<file path="src/rtl/usb_tx_pkg.sv">
// Shared types and constants for the USB transmit line encoder.
// A line value is {d_plus, d_minus}.
package usb_tx_pkg;

  typedef enum logic [1:0] {
    StIdle,
    StData,
    StEopSe0,
    StEopJ
  } tx_state_e;

  localparam logic [1:0] LINE_J   = 2'b10;
  localparam logic [1:0] LINE_K   = 2'b01;
  localparam logic [1:0] LINE_SE0 = 2'b00;

  localparam int unsigned STUFF_LIMIT_DEF  = 6;
  localparam int unsigned EOP_SE0_BITS_DEF = 2;

  // NRZI: a 0 toggles J<->K, a 1 holds the line.
  function automatic logic [1:0] nrzi_next(input logic [1:0] line, input logic tx_bit);
    if (tx_bit) begin
      return line;
    end
    return (line == LINE_J) ? LINE_K : LINE_J;
  endfunction

endpackage

</file>
<file path="src/rtl/usb_stuff_counter.sv">
// Counts consecutive transmitted 1s and flags when a stuffed 0 must be sent.
module usb_stuff_counter
  import usb_tx_pkg::*;
#(
  parameter int unsigned STUFF_LIMIT = STUFF_LIMIT_DEF
) (
  input  logic clk,
  input  logic n_rst,
  input  logic shift_enable,
  input  logic tx_bit,
  input  logic clear,
  output logic stuff_now
);

  localparam int unsigned CntW = $clog2(STUFF_LIMIT + 1);

  logic [CntW-1:0] ones_cnt_q, ones_cnt_d;

  always_comb begin
    ones_cnt_d = ones_cnt_q;
    if (shift_enable) begin
      if (clear || !tx_bit) begin
        ones_cnt_d = '0;
      end else begin
        ones_cnt_d = ones_cnt_q + 1'b1;
      end
    end
  end

  always_ff @(posedge clk) begin
    if (!n_rst) begin
      ones_cnt_q <= '0;
    end else begin
      ones_cnt_q <= ones_cnt_d;
    end
  end

  assign stuff_now = (ones_cnt_q == CntW'(STUFF_LIMIT));

endmodule

</file>
<file path="src/rtl/usb_encoder.sv">
// USB transmit line encoder: bit stuffing, NRZI encoding and EOP generation,
// advanced one bit time per shift_enable strobe.
module usb_encoder
  import usb_tx_pkg::*;
#(
  parameter int unsigned STUFF_LIMIT  = STUFF_LIMIT_DEF,
  parameter int unsigned EOP_SE0_BITS = EOP_SE0_BITS_DEF
) (
  input  logic clk,
  input  logic n_rst,
  input  logic shift_enable,
  input  logic d_orig,
  input  logic bit_valid,
  input  logic send_eop,
  output logic bit_ack,
  output logic d_plus,
  output logic d_minus,
  output logic tx_busy,
  output logic eop_done,
  output logic tx_error
);

  localparam int unsigned EopW = $clog2(EOP_SE0_BITS + 1);

  tx_state_e       state_q, state_d;
  logic [1:0]      line_q, line_d;
  logic [EopW-1:0] eop_cnt_q, eop_cnt_d;
  logic            tx_busy_q, eop_done_q, eop_done_d, tx_error_q, tx_error_d;
  logic            cnt_bit, cnt_clear, stuff_now;

  usb_stuff_counter #(
    .STUFF_LIMIT(STUFF_LIMIT)
  ) u_stuff_counter (
    .clk         (clk),
    .n_rst       (n_rst),
    .shift_enable(shift_enable),
    .tx_bit      (cnt_bit),
    .clear       (cnt_clear),
    .stuff_now   (stuff_now)
  );

  always_comb begin
    state_d    = state_q;
    line_d     = line_q;
    eop_cnt_d  = eop_cnt_q;
    eop_done_d = 1'b0;
    tx_error_d = 1'b0;
    bit_ack    = 1'b0;
    cnt_bit    = 1'b0;
    cnt_clear  = 1'b0;
    if (shift_enable) begin
      unique case (state_q)
        StIdle: begin
          cnt_clear = 1'b1;
          if (bit_valid) begin
            bit_ack   = 1'b1;
            cnt_clear = 1'b0;
            cnt_bit   = d_orig;
            line_d    = nrzi_next(line_q, d_orig);
            state_d   = StData;
          end
        end
        StData: begin
          if (stuff_now) begin
            // Stuffed 0 outranks everything; upstream keeps d_orig for next time.
            cnt_bit = 1'b0;
            line_d  = nrzi_next(line_q, 1'b0);
          end else if (bit_valid) begin
            bit_ack = 1'b1;
            cnt_bit = d_orig;
            line_d  = nrzi_next(line_q, d_orig);
          end else begin
            // Normal or abort EOP; an abort additionally flags underflow.
            cnt_clear  = 1'b1;
            line_d     = LINE_SE0;
            eop_cnt_d  = EopW'(1);
            tx_error_d = !send_eop;
            state_d    = StEopSe0;
          end
        end
        StEopSe0: begin
          cnt_clear = 1'b1;
          if (eop_cnt_q < EopW'(EOP_SE0_BITS)) begin
            eop_cnt_d = eop_cnt_q + 1'b1;
          end else begin
            line_d  = LINE_J;
            state_d = StEopJ;
          end
        end
        StEopJ: begin
          cnt_clear  = 1'b1;
          line_d     = LINE_J;
          eop_cnt_d  = '0;
          eop_done_d = 1'b1;
          state_d    = StIdle;
        end
        default: begin
          cnt_clear = 1'b1;
          line_d    = LINE_J;
          eop_cnt_d = '0;
          state_d   = StIdle;
        end
      endcase
    end
  end

  always_ff @(posedge clk) begin
    if (!n_rst) begin
      state_q    <= StIdle;
      line_q     <= LINE_J;
      eop_cnt_q  <= '0;
      tx_busy_q  <= 1'b0;
      eop_done_q <= 1'b0;
      tx_error_q <= 1'b0;
    end else begin
      state_q    <= state_d;
      line_q     <= line_d;
      eop_cnt_q  <= eop_cnt_d;
      tx_busy_q  <= (state_d != StIdle);
      eop_done_q <= eop_done_d;
      tx_error_q <= tx_error_d;
    end
  end

  assign d_plus   = line_q[1];
  assign d_minus  = line_q[0];
  assign tx_busy  = tx_busy_q;
  assign eop_done = eop_done_q;
  assign tx_error = tx_error_q;

endmodule

</file>
<file path="config.mk">
export PLATFORM = sky130hd
export DESIGN_NAME = usb_encoder
export DESIGN_NICKNAME = d
export VERILOG_FILES = /design/src/rtl/usb_tx_pkg.sv /design/src/rtl/usb_stuff_counter.sv /design/src/rtl/usb_encoder.sv
export SDC_FILE = /design/constraint.sdc
export NUM_CORES = 1
export LEC_CHECK = 0
export BUFFER_PORTS_ARGS = -buffer_cell sky130_fd_sc_hd__buf_2
export CORE_UTILIZATION = 41
export DETAILED_ROUTE_END_ITERATION = 6
export HOLD_SLACK_MARGIN = 0.08
export PLACE_DENSITY = 0.72
export SYNTH_ARGS = -nofsm -noshare
export SYNTH_HDL_FRONTEND = slang
export SYNTH_HIERARCHICAL = 1
export SYNTH_SLANG_ARGS = --single-unit
</file>
<file path="constraint.sdc">
create_clock -name clk -period 4.6 [get_ports clk]
set_input_delay 0.69 -clock clk [delete_from_list [all_inputs] [get_ports clk]]
set_output_delay 0.69 -clock clk [all_outputs]
set_load 0.02 [all_outputs]
</file>
; Yosys cells after proc, flatten, opt, wreduce, memory -nomap -nowiden
; Index checks and enable logic that the tools add are counted.
[totals]
regBits = 12
inputBits = 6
[op_classes]
n_addsub = 2
order_cmp = 1
n_eq_ne = 10
n_mux = 40
bitwise = 3
reduce_logical = 11
[op_table]
columns = cell, n
row1 = $mux 2, 16
row2 = $mux 1, 17
row3 = $pmux 2 s4, 2
row4 = $ne 2x2->1 const B, 5
row5 = $eq 2x2->1 const B, 3
row6 = $pmux 2 s3, 1
row7 = $reduce_and 5->1, 1
row8 = $reduce_or 5->1, 1
row9 = $pmux 1 s2, 2
row10 = $add 3x1->3 const B, 1
row11 = $eq 3x3->1 const B, 1
row12 = $mux 3, 1
row13 = $not 1->1, 3
row14 = $pmux 1 s3, 1
row15 = $reduce_and 3->1, 1
row16 = $reduce_bool 3->1, 1
row17 = $add 2x1->2 const B, 1
row18 = $eq 2x1->1 const B, 1
row19 = $logic_not 1->1, 2
row20 = $logic_not 2->1, 1
row21 = $lt 2x2->1 const B, 1
row22 = $reduce_and 2->1, 1
row23 = $reduce_bool 2->1, 1
row24 = $reduce_or 2->1, 1
row25 = $logic_or 1x1->1, 1

; Longest topological paths before layout
; Gate-level depths: netlist of the first run.
[logic_depth]
depth_word = 9
ltp_mapped = 10

; By module
; The synthesis of the first run kept the hierarchy.
[modules_own_cells]
columns = module, n_inst, cells_per_inst, area_per_inst_um2, seq_area_each_um2
row1 = usb_encoder, 1, 62, 501.7, 180.2
row2 = usb_stuff_counter, 1, 19, 173.9, 60.1

; Worst setup path after synthesis of the first run
; No wires, ideal clock.
[synth_timing]
path_type = input -> register
from = input port shift_enable
to = register u_stuff_counter.ones_cnt_q[2]
setup_ns = 0.058
t_arrival_ns = 2.002
t_required_ns = 4.542
path_slack_ns = 2.540
stages = 7
cell_sequence = clkbuf_2 nand3_1 nor2_1 and2_1 or3b_1 a21boi_1 o21a_1
[synth_via]
elab_chain_cells = 4
[synth_rtl]
columns = element, line
row1 = "start, declared", usb_encoder.sv:11  ; input logic shift_enable,
row2 = $mux 1, usb_encoder.sv:51  ; if (shift_enable) begin
row3 = named net cnt_bit, usb_encoder.sv:29  ; logic cnt_bit, cnt_clear, stuff_now;
row4 = $logic_not 1->1, usb_stuff_counter.sv:22  ; if (clear || !tx_bit) begin
row5 = $logic_or 1x1->1, usb_stuff_counter.sv:22
row6 = $mux 3, usb_stuff_counter.sv:22
row7 = "end signal, assigned", usb_stuff_counter.sv:34  ; ones_cnt_q <= ones_cnt_d;
row8 = "end, declared", usb_stuff_counter.sv:17  ; logic [CntW-1:0] ones_cnt_q, ones_cnt_d;
; The timed path passes the listed nets, and every way through them passes these cells.
; A chain may end at the register's enable or synchronous reset.

; Worst setup path after layout of the first run
[layout_timing]
from = register u_stuff_counter.ones_cnt_q[0]
to = output port bit_ack
[layout_via]
elab_chain_cells = 4
[layout_rtl]
columns = element, line
row1 = $eq 3x3->1, usb_stuff_counter.sv:38  ; assign stuff_now = (ones_cnt_q == CntW'(STUFF_LIMIT));
row2 = named net stuff_now, usb_encoder.sv:29
row3 = $mux 1, usb_encoder.sv:64  ; if (stuff_now) begin
row4 = $pmux 1 s2, usb_encoder.sv:52  ; unique case (state_q)
row5 = $mux 1, usb_encoder.sv:51
row6 = "end, declared", usb_encoder.sv:15  ; output logic bit_ack,
; The timed path passes the listed nets, and every way through them passes these cells.

==> qor.txt, run 1 <==
Status -> finished clean
Row count -> 14
Pin slew with the least headroom to its limit -> 450 ps
CTS Buf Count -> 3
Number of synthesized flops with an enable pin -> 0
Fin util -> 50.2%
Worst vdd ir -> 0.109 mV
Worst path required time -> 3910 ps
DPL Wire Length -> 981 um
Post-CTS Setup Inserts -> 0
Yosys top cell area share -> 35.6%
Post-DP Area -> 729 um^2
CP peak stage delay -> 370 ps
Via Count -> 611
H-tree lvl count -> 1
DRT iter0 DRCs -> 4
Die H -> 42.6 um
Seq cells post-synth -> 12
Top cells by count, synth -> dfxtp_1, nor2_1, a21oi_1, nand2_1
Area leader, netlist -> dfxtp_1
Filler cells -> 154
Vias in the first global route -> 563
Overall power -> 0.229 mW
Final period util -> 50.0%
First-pass GRT wire length -> 2.33 mm
Grt ovf -> 0
Final min period -> 2300 ps
Yosys warns -> 6
Die footprint -> 0.00181 mm^2
Initial antenna violation count -> 0
Kind of critical path -> flip-flop to primary output
CTS resizes -> 0
Finished layout cell area -> 766 um^2
Placer Congestion -> 0.789
Ys flop type -> dfxtp_1
Syn Inst Count -> 81
Cell with the most instances after synthesis -> dfxtp_1
CP Cell Sequence -> inv_1, ha_1, and2_1, nand2_2, nand3_1, nor2_1, buf_2
Clk_lat worst skew -> 260 ps
Delay-heaviest family, CP -> simple AND/OR/NAND/NOR gates
Root buffer selected by CTS -> clkbuf_4
Number of I/O pins -> 12
Power Dens Cells -> 299 mW/mm^2
Post-Syn Area -> 676 um^2
Post-DR vias/cell -> 5.61
Worst Setup Start Kind -> flip-flop
Skew final -> 1.50 ps
Critical Path Fanout Max -> 5
Post-DRT Antenna Nets -> 0
CTS tree -> done
Worst EP arrival -> 1610 ps
Synth-to-Final Area Change -> 13.3%
Hold Buf Count CTS -> 0
Placed cells -> 105
Routed len/inst -> 12.1 um
I/O Buffers -> 11
Max transition margin -> 70.0%
CP Capture Type -> primary output
Post-Route WL -> 1.32 mm
ANT cells -> 0
# setup viols final -> 0
Largest cells by area after synthesis -> dfxtp_1, a21oi_1, nor2_1
Worst hold path class -> flip-flop to flip-flop
Post-synth ARST share -> 0%
CP bufs+invs -> 2
Core Box Area -> 0.00152 mm^2
Final Hold Violating Endpoints -> 0
Finished Layout Cells -> 109
Die width -> 42.6 um
Clock Sinks -> 12
All-layer global routing usage -> 17.1%
MaxCap Viol Count -> 0
Residual DRC count -> 0
Fin Setup TNS -> 0 ps
Register area share after synthesis -> 35.6%
DRT Pass-1 Iters -> 3
Starting Density -> 44.3%
Mean cell area of the mapped netlist -> 8.34 um^2
Unrepaired setup endpoints after global routing -> no
Max clock buf depth -> 2
Yosys cell types -> 36
Share of cells above drive strength 1 -> 22.6%
Fmax -> 435 MHz
Synthesized Nets -> 89
Slowest cell on crit path -> dfxtp_1
Pin count of the biggest net entering global routing -> 16
Max-slew violation count -> 0
Reg clk slew, reported paths -> 70 ps
Static leakage -> 0.306 nW
Nets@finish -> 102
-- worst reg2reg max path, cell delays in order, from the launching register on --
cell and delay (ps):
dfxtp_1 370, inv_1 70, ha_1 180, and2_1 210, nand2_2 130, nand3_1 80, nor2_1 120, and2_1 150
or3b_1 350, a21boi_1 150, o21a_1 120
-- layer usage --
| metal | GRT usage, % | vias to the layer above | part of all wire (%) |
|---|---|---|---|
| met3 | 5.60 | 4 | 2.8 |
| met2 | 27.7 | 10 | 44 |
| met4 | 6.25 | 0 | 1.6 |
| li1 | - | 316 | - |
| met5 | 0 | - | 0 |
| met1 | 21.0 | 281 | 51 |
-- cell usage in the layout, fill, tap and decap left out, types with 2 or more instances in the layout --
master    Yosys  layout
nor3_1        3       3
ha_1          2       2
nor3b_1       2       2
nand2b_1      2       2
o21a_1        4       4
dfxtp_1      12      12
nand2_1       5       5
inv_1         4       4
clkbuf_4      0       3
o21bai_1      2       2
nor2b_1       2       2
o21ai_0       4       4
buf_2         1      11
a21oi_1       7       7
and2_1        2       2
nor2_1        8       8
-- state kept, by name, indices dropped and copies added (netlist names) --
name,flops
u_stuff_counter/ones_cnt_q,3
line_q,2
eop_cnt_q,2
tx_error,1
eop_done,1
tx_busy,1
state_q,2
-- power breakdown --
part	switching (mW)	leakage (nW)	total [mW]	internal [mW]
clock network	0.0341	0.0210	0.0822	0.0480
logic	0.0196	0.187	0.0342	0.0146
registers	0.00503	0.0977	0.113	0.108
-- per-stage QoR --
step	hold WS (ps)	setup WS (ps)
2_1_floorplan	499	2540
3_3_place_gp	489	2630
3_5_place_dp	514	2600
4_1_cts	526	2310
5_1_grt	563	2220
6_report	522	2300
-- cell families after synthesis --
| logic type | share of synthesized area (%) |
|---|---|
| adders and majority gates | 3.70 |
| and+or+nand+nor | 26.7 |
| DFF | 35.6 |
| AOI/OAI and AO/OA | 28.2 |
| buffers and inverters | 5.92 |
-- cell type report --
| class | count | area (um^2) | area share, % |
|---|---|---|---|
| multi-input cells | 61 | 395 | 51.6 |
| flip-flops and latches | 12 | 240 | 31.4 |
| repair buffers | 11 | 55.1 | 7.19 |
| clock buffers | 4 | 36.3 | 4.74 |
| well taps | 16 | 20.0 | 2.61 |
| inverters | 5 | 18.8 | 2.45 |
-- path summary, 6_finish.rpt --
kind         cells past startpoint                          start                            end  slack, ps
max                              7  u_stuff_counter/ones_cnt_q[0]                        bit_ack       2300
min                              2                      line_q[0]                      line_q[0]        520
max reg2reg                     10  u_stuff_counter/ones_cnt_q[0]  u_stuff_counter/ones_cnt_q[2]       2610
min reg2reg                      2                      line_q[0]                      line_q[0]        520
No activity file was read; power rests on OpenSTA's default activity.
==> inputs of run 2 (changes only) <==
Settings changed: ABC_AREA set to 1, CORE_ASPECT_RATIO set to 0.75, PLACE_DENSITY 0.72 to 0.71.
Clock period 4.6 ns to 2.2 ns, I/O delays scaled along.
==> run 2 against run 1 <==
Sequential power rose by 120%; die area rose by 15%; combinational power rose to 3.5 times the previous value; global-route usage rose by 2.2 points.
==> qor.txt, run 2 <==
Reg clk slew, reported paths -> 80 ps
Yosys cell types -> 24
DRT iter0 DRCs -> 25
Residual DRC count -> 0
Busiest grt layer -> met2
Sequential share of power -> 45.2%
Power Dens Cells -> 610 mW/mm^2
Skew final -> 4.09 ps
Routed len/inst -> 10.3 um
Worst Setup Start Kind -> flip-flop
Yosys top cell area share -> 30.9%
Nets@finish -> 144
Overall power -> 0.537 mW
Die width -> 52.3 um
Synth-to-Final Area Change -> 13.2%
Comb power frac -> 22.2%
Via Count -> 721
CTS Buf Count -> 3
Worst vdd ir -> 0.383 mV
Max-slew violation count -> 0
Top cells by count, synth -> nand2_1, inv_1, nor2_1, dfxtp_1, nand3_1
Number of synthesized flops with an enable pin -> 0
Fmax -> 571 MHz
Post-synth ARST share -> 0%
Max transition margin -> 64.7%
Max clock buf depth -> 2
Final Hold Violating Endpoints -> 0
Max FFs per register -> 3
Met1 Track Usage GR -> 24.8%
Clock power frac -> 32.5%
Number of I/O pins -> 12
CTS resizes -> 0
Seq cells post-synth -> 12
Worst path required time -> 1870 ps
Met2 Resource Use GR -> 30.1%
Finished Layout Cells -> 157
Fin Setup TNS -> 0 ps
DRT Pass-1 Iters -> 4
Commonest non-fill, non-tap cell in the layout -> nand2_1
Clk_lat worst skew -> 270 ps
Worst hold path class -> input port to flip-flop
Worst EP arrival -> 1420 ps
Register area share after synthesis -> 30.9%
Grt ovf -> 0
Final min period -> 1750 ps
Syn Inst Count -> 122
Status -> finished clean
Global Route met3 Usage -> 8.14%
Final WS setup -> 449 ps
Yosys warns -> 6
FF+latch area -> 240 um^2
Mean cell area of the mapped netlist -> 6.38 um^2
Initial antenna violation count -> 0
Total net switching power -> 0.165 mW
First-pass GRT wire length -> 2.70 mm
MaxCap Viol Count -> 0
ANT cells -> 0
Static leakage -> 0.477 nW
Share of cells above drive strength 1 -> 20.7%
Clock Sinks -> 12
Post-Route WL -> 1.62 mm
I/O Buffers -> 11
Die footprint -> 0.00208 mm^2
Die H -> 39.7 um
Vias in the first global route -> 617
Largest cells by area after synthesis -> dfxtp_1, nand2_1, inv_1
Root buffer selected by CTS -> clkbuf_4
Row count -> 13
Area occupied by multi-input gates -> 425 um^2
CP Capture Type -> primary output
Core Box Area -> 0.00176 mm^2
Starting Density -> 44.3%
Post-DRT Antenna Nets -> 0
CTS tree -> done
Ys flop type -> dfxtp_1
# setup viols final -> 0
Top reg by flops -> u_stuff_counter/ones_cnt_q
Post-CTS Setup Inserts -> 0
Area leader, netlist -> dfxtp_1
Int Power -> 0.372 mW
H-tree lvl count -> 1
Finished layout cell area -> 881 um^2
Most frequent cells in the layout -> nand2_1, inv_1, nor2_1, dfxtp_1, buf_2
Placed cells -> 153
Filler cells -> 191
Post-Syn Area -> 778 um^2
Post-DR vias/cell -> 4.59
All-layer global routing usage -> 19.3%
Placer Congestion -> 0.900
Unrepaired setup endpoints after global routing -> no
Pre-CTS setup slack -> 613 ps
Hold Buf Count CTS -> 0
Pin slew with the least headroom to its limit -> 529 ps
Switching Fraction -> 30.8%
Cell with the most instances after synthesis -> nand2_1
Synthesized Nets -> 130
Final period util -> 79.6%
Pin count of the biggest net entering global routing -> 15
Kind of critical path -> flip-flop to primary output
DPL Wire Length -> 1.23 mm
Post-DP Area -> 845 um^2
Critical Path Fanout Max -> 4
run 2: path summary, 6_finish.rpt:
kind	slack, ps	start	depth (start not counted)	end
max reg2reg	600	u_stuff_counter/ones_cnt_q[0]	14	u_stuff_counter/ones_cnt_q[2]
min reg2reg	540	eop_cnt_q[1]	2	eop_cnt_q[1]
max	450	u_stuff_counter/ones_cnt_q[0]	8	bit_ack
min	210	send_eop	2	tx_error
run 2: logic make-up (layout without fill, tap and decap cells):
family / count (synthesis) / count (layout) / share of synthesized area, %
fa+ha+maj: 2 / 2 / 3.21
simple gates: 71 / 71 / 41.5
buf+inv: 27 / 40 / 14.5
compound gates: 9 / 9 / 8.84
flops: 12 / 12 / 30.9
xor+xnor: 1 / 1 / 1.13
run 2: routing by layer:
| layer | vias up | share of wire [%] |
|---|---|---|
| li1 | 396 | - |
| met1 | 314 | 53 |
| met2 | 9 | 43 |
| met3 | 2 | 3.5 |
| met4 | 0 | 0.62 |
| met5 | - | 0 |
run 2: power by group through the flow:
stage | combinational (mW) | sequential [mW] | clock [mW]
after global routing | 0.135 | 0.245 | 0.196
after CTS | 0.120 | 0.243 | 0.181
after global placement | 0.116 | 0.247 | 0
after floorplan | 0.0887 | 0.250 | 0
after detailed placement | 0.118 | 0.248 | 0
final | 0.119 | 0.243 | 0.175
run 2: worst max-delay path: stages (launching register included):
cell and delay [ps]:
dfxtp_1 370, inv_1 60, ha_1 180, nand2_1 60, inv_1 60, nand2_1 70
inv_1 50, nor3_1 120, buf_2 190
run 2: through the flow:
| stage | util, % | hold slack, ps |
|---|---|---|
| final | 50.1 | 212 |
| after global routing | 50.1 | 190 |
| after CTS | 50.1 | 205 |
| after detailed placement | 48.1 | 504 |
| after global placement | 48.1 | 499 |
| after floorplan | - | 409 |
run 2: layout make-up:
class / instances / area share [%]
well taps: 22 / 3.12
clock buffers: 4 / 4.12
multi-input cells: 83 / 48.3
repair buffers: 11 / 6.25
flip-flops and latches: 12 / 27.3
inverters: 25 / 10.9
==> inputs of run 3 (changes only) <==
Clock period 2.2 ns to 1.7 ns, I/O delays scaled along.
==> run 3 against run 2 <==
Worst hold slack got worse by 69 ps; wire length shrank 4.6%; combinational power up 34%; highest routed layer unchanged; setup slack got worse by 350 ps; core utilization grew 1.0 points; clock skew is essentially flat; clock-buffer cell count shrank 1; power grew 20%; critical endpoint unchanged; critical path depth is the same.
==> qor.txt, run 3 (synthesis results as in run 2) <==
Die H -> 39.7 um
CP peak stage delay -> 340 ps
CP Capture Type -> primary output
Final period util -> 94.3%
# setup viols final -> 0
Skew final -> 4.11 ps
ANT cells -> 0
Initial antenna violation count -> 0
Hold Crit Start -> send_eop
Starting Density -> 44.3%
Finished layout cell area -> 898 um^2
Number of I/O pins -> 12
Hold Buf Count CTS -> 0
Post-DRT Antenna Nets -> 0
Max FFs per register -> 3
Fmax -> 624 MHz
Post-DR vias/cell -> 4.66
Worst Setup Start Kind -> flip-flop
Vias in the first global route -> 588
CP Launch Point -> u_stuff_counter/ones_cnt_q[0]
Commonest non-fill, non-tap cell in the layout -> nand2_1
Worst EP arrival -> 1350 ps
CP Cell Sequence -> inv_1, ha_2, nand2_2, inv_2, nand2_2, inv_2, nor3_2, buf_4
Top reg by flops -> u_stuff_counter/ones_cnt_q
MaxCap Viol Count -> 0
Reg clk slew, reported paths -> 70 ps
Max transition margin -> 66.6%
Max-slew violation count -> 0
Post-DP Area -> 852 um^2
Power Dens Cells -> 718 mW/mm^2
Post-Route WL -> 1.54 mm
First-pass GRT wire length -> 2.48 mm
Nets@finish -> 146
Placer Congestion -> 0.924
Max clock buf depth -> 2
Worst path required time -> 1440 ps
Synth-to-Final Area Change -> 15.4%
CTS tree -> done
Area occupied by multi-input gates -> 438 um^2
Final Hold Violating Endpoints -> 0
Via Count -> 736
Row count -> 13
Pin count of the biggest net entering global routing -> 14
CTS Buf Count -> 3
Residual DRC count -> 0
Worst hold path class -> input port to flip-flop
Final min period -> 1600 ps
Status -> finished clean
Fin Setup TNS -> 0 ps
DRT Pass-1 Iters -> 5
Reg-to-Reg Start -> u_stuff_counter/ones_cnt_q[0]
Clk_lat worst skew -> 270 ps
DRT iter0 DRCs -> 13
Unrepaired setup endpoints after global routing -> no
Filler cells -> 188
Critical Path Fanout Max -> 4
Finished Layout Cells -> 158
Core Box Area -> 0.00176 mm^2
Slowest cell on crit path -> dfxtp_2
Delay-heaviest family, CP -> flip-flops
Static leakage -> 0.478 nW
Die width -> 52.3 um
Root buffer selected by CTS -> clkbuf_4
Die footprint -> 0.00208 mm^2
Pin slew with the least headroom to its limit -> 501 ps
Share of cells above drive strength 1 -> 26.5%
CP bufs+invs -> 4
Routed len/inst -> 9.77 um
FF+latch area -> 241 um^2
Placed cells -> 154
I/O Buffers -> 11
Worst vdd ir -> 0.386 mV
Most frequent cells in the layout -> nand2_1, inv_1, nor2_1, dfxtp_1, buf_2
Kind of critical path -> flip-flop to primary output
DPL Wire Length -> 1.19 mm
Grt ovf -> 0
Clock Sinks -> 12
All-layer global routing usage -> 17.8%
H-tree lvl count -> 1
run 3: cell types whose count changed in the layout (fill, tap and decap cells not counted), sizes merged:
cell / delta
buf: +2
clkbuf: -1
run 3: stage by stage:
step	util (%)	hold slack [ps]	power, mW	worst slack [ps]
finish	51.1	143	0.645	96.2
global route	51.1	136	0.690	12.2
CTS	50.1	137	0.655	16.2
detailed placement	48.5	435	0.475	118
global placement	48.5	425	0.472	142
floorplan	-	334	0.438	215
run 3: worst register-to-register path, delay by kind of cell, from the launching register on:
| family | cells | cell delay (ps) |
|---|---|---|
| buf+inv | 4 | 220 |
| flops | 1 | 340 |
| simple gates | 9 | 660 |
| fa+ha+maj | 1 | 170 |
run 3: worst paths after layout:
path                                         to  slack, ps  depth (start not counted)
setup reg to reg  u_stuff_counter/ones_cnt_q[2]        210                         14
setup / recovery                        bit_ack        100                          8
hold reg to reg                       line_q[1]        540                          2
hold / removal                         tx_error        140                          2
run 3: metal layers:
metal / GRT usage [%] / routed length, um / vias to the layer above
met5: 0 / 0 / -
met1: 22.9 / 798 / 317
li1: - / - / 396
met4: 9.21 / 13 / 0
met3: 7.36 / 91 / 2
met2: 25.0 / 640 / 21
run 3: area by class of cell:
class | instances | area share [%]
Inverter | 25 | 10.7
Clock buffer | 3 | 2.51
Multi-Input combinational cell | 83 | 48.7
Sequential cell | 12 | 26.9
Tap cell | 22 | 3.06
Timing Repair Buffer | 13 | 8.08
run 3: what timing repair did:
action,CTS,global route
pin swaps,0,2
buffers inserted,0,1
endpoints found under the hold margin,0,0
gates resized for setup,2,6
setup endpoints to repair,1,1
run 3: where the power goes:
group / total [mW] / switching (mW) / internal, mW
registers: 0.314 / 0.0164 / 0.297
logic: 0.160 / 0.102 / 0.0583
clock network: 0.171 / 0.0892 / 0.0821
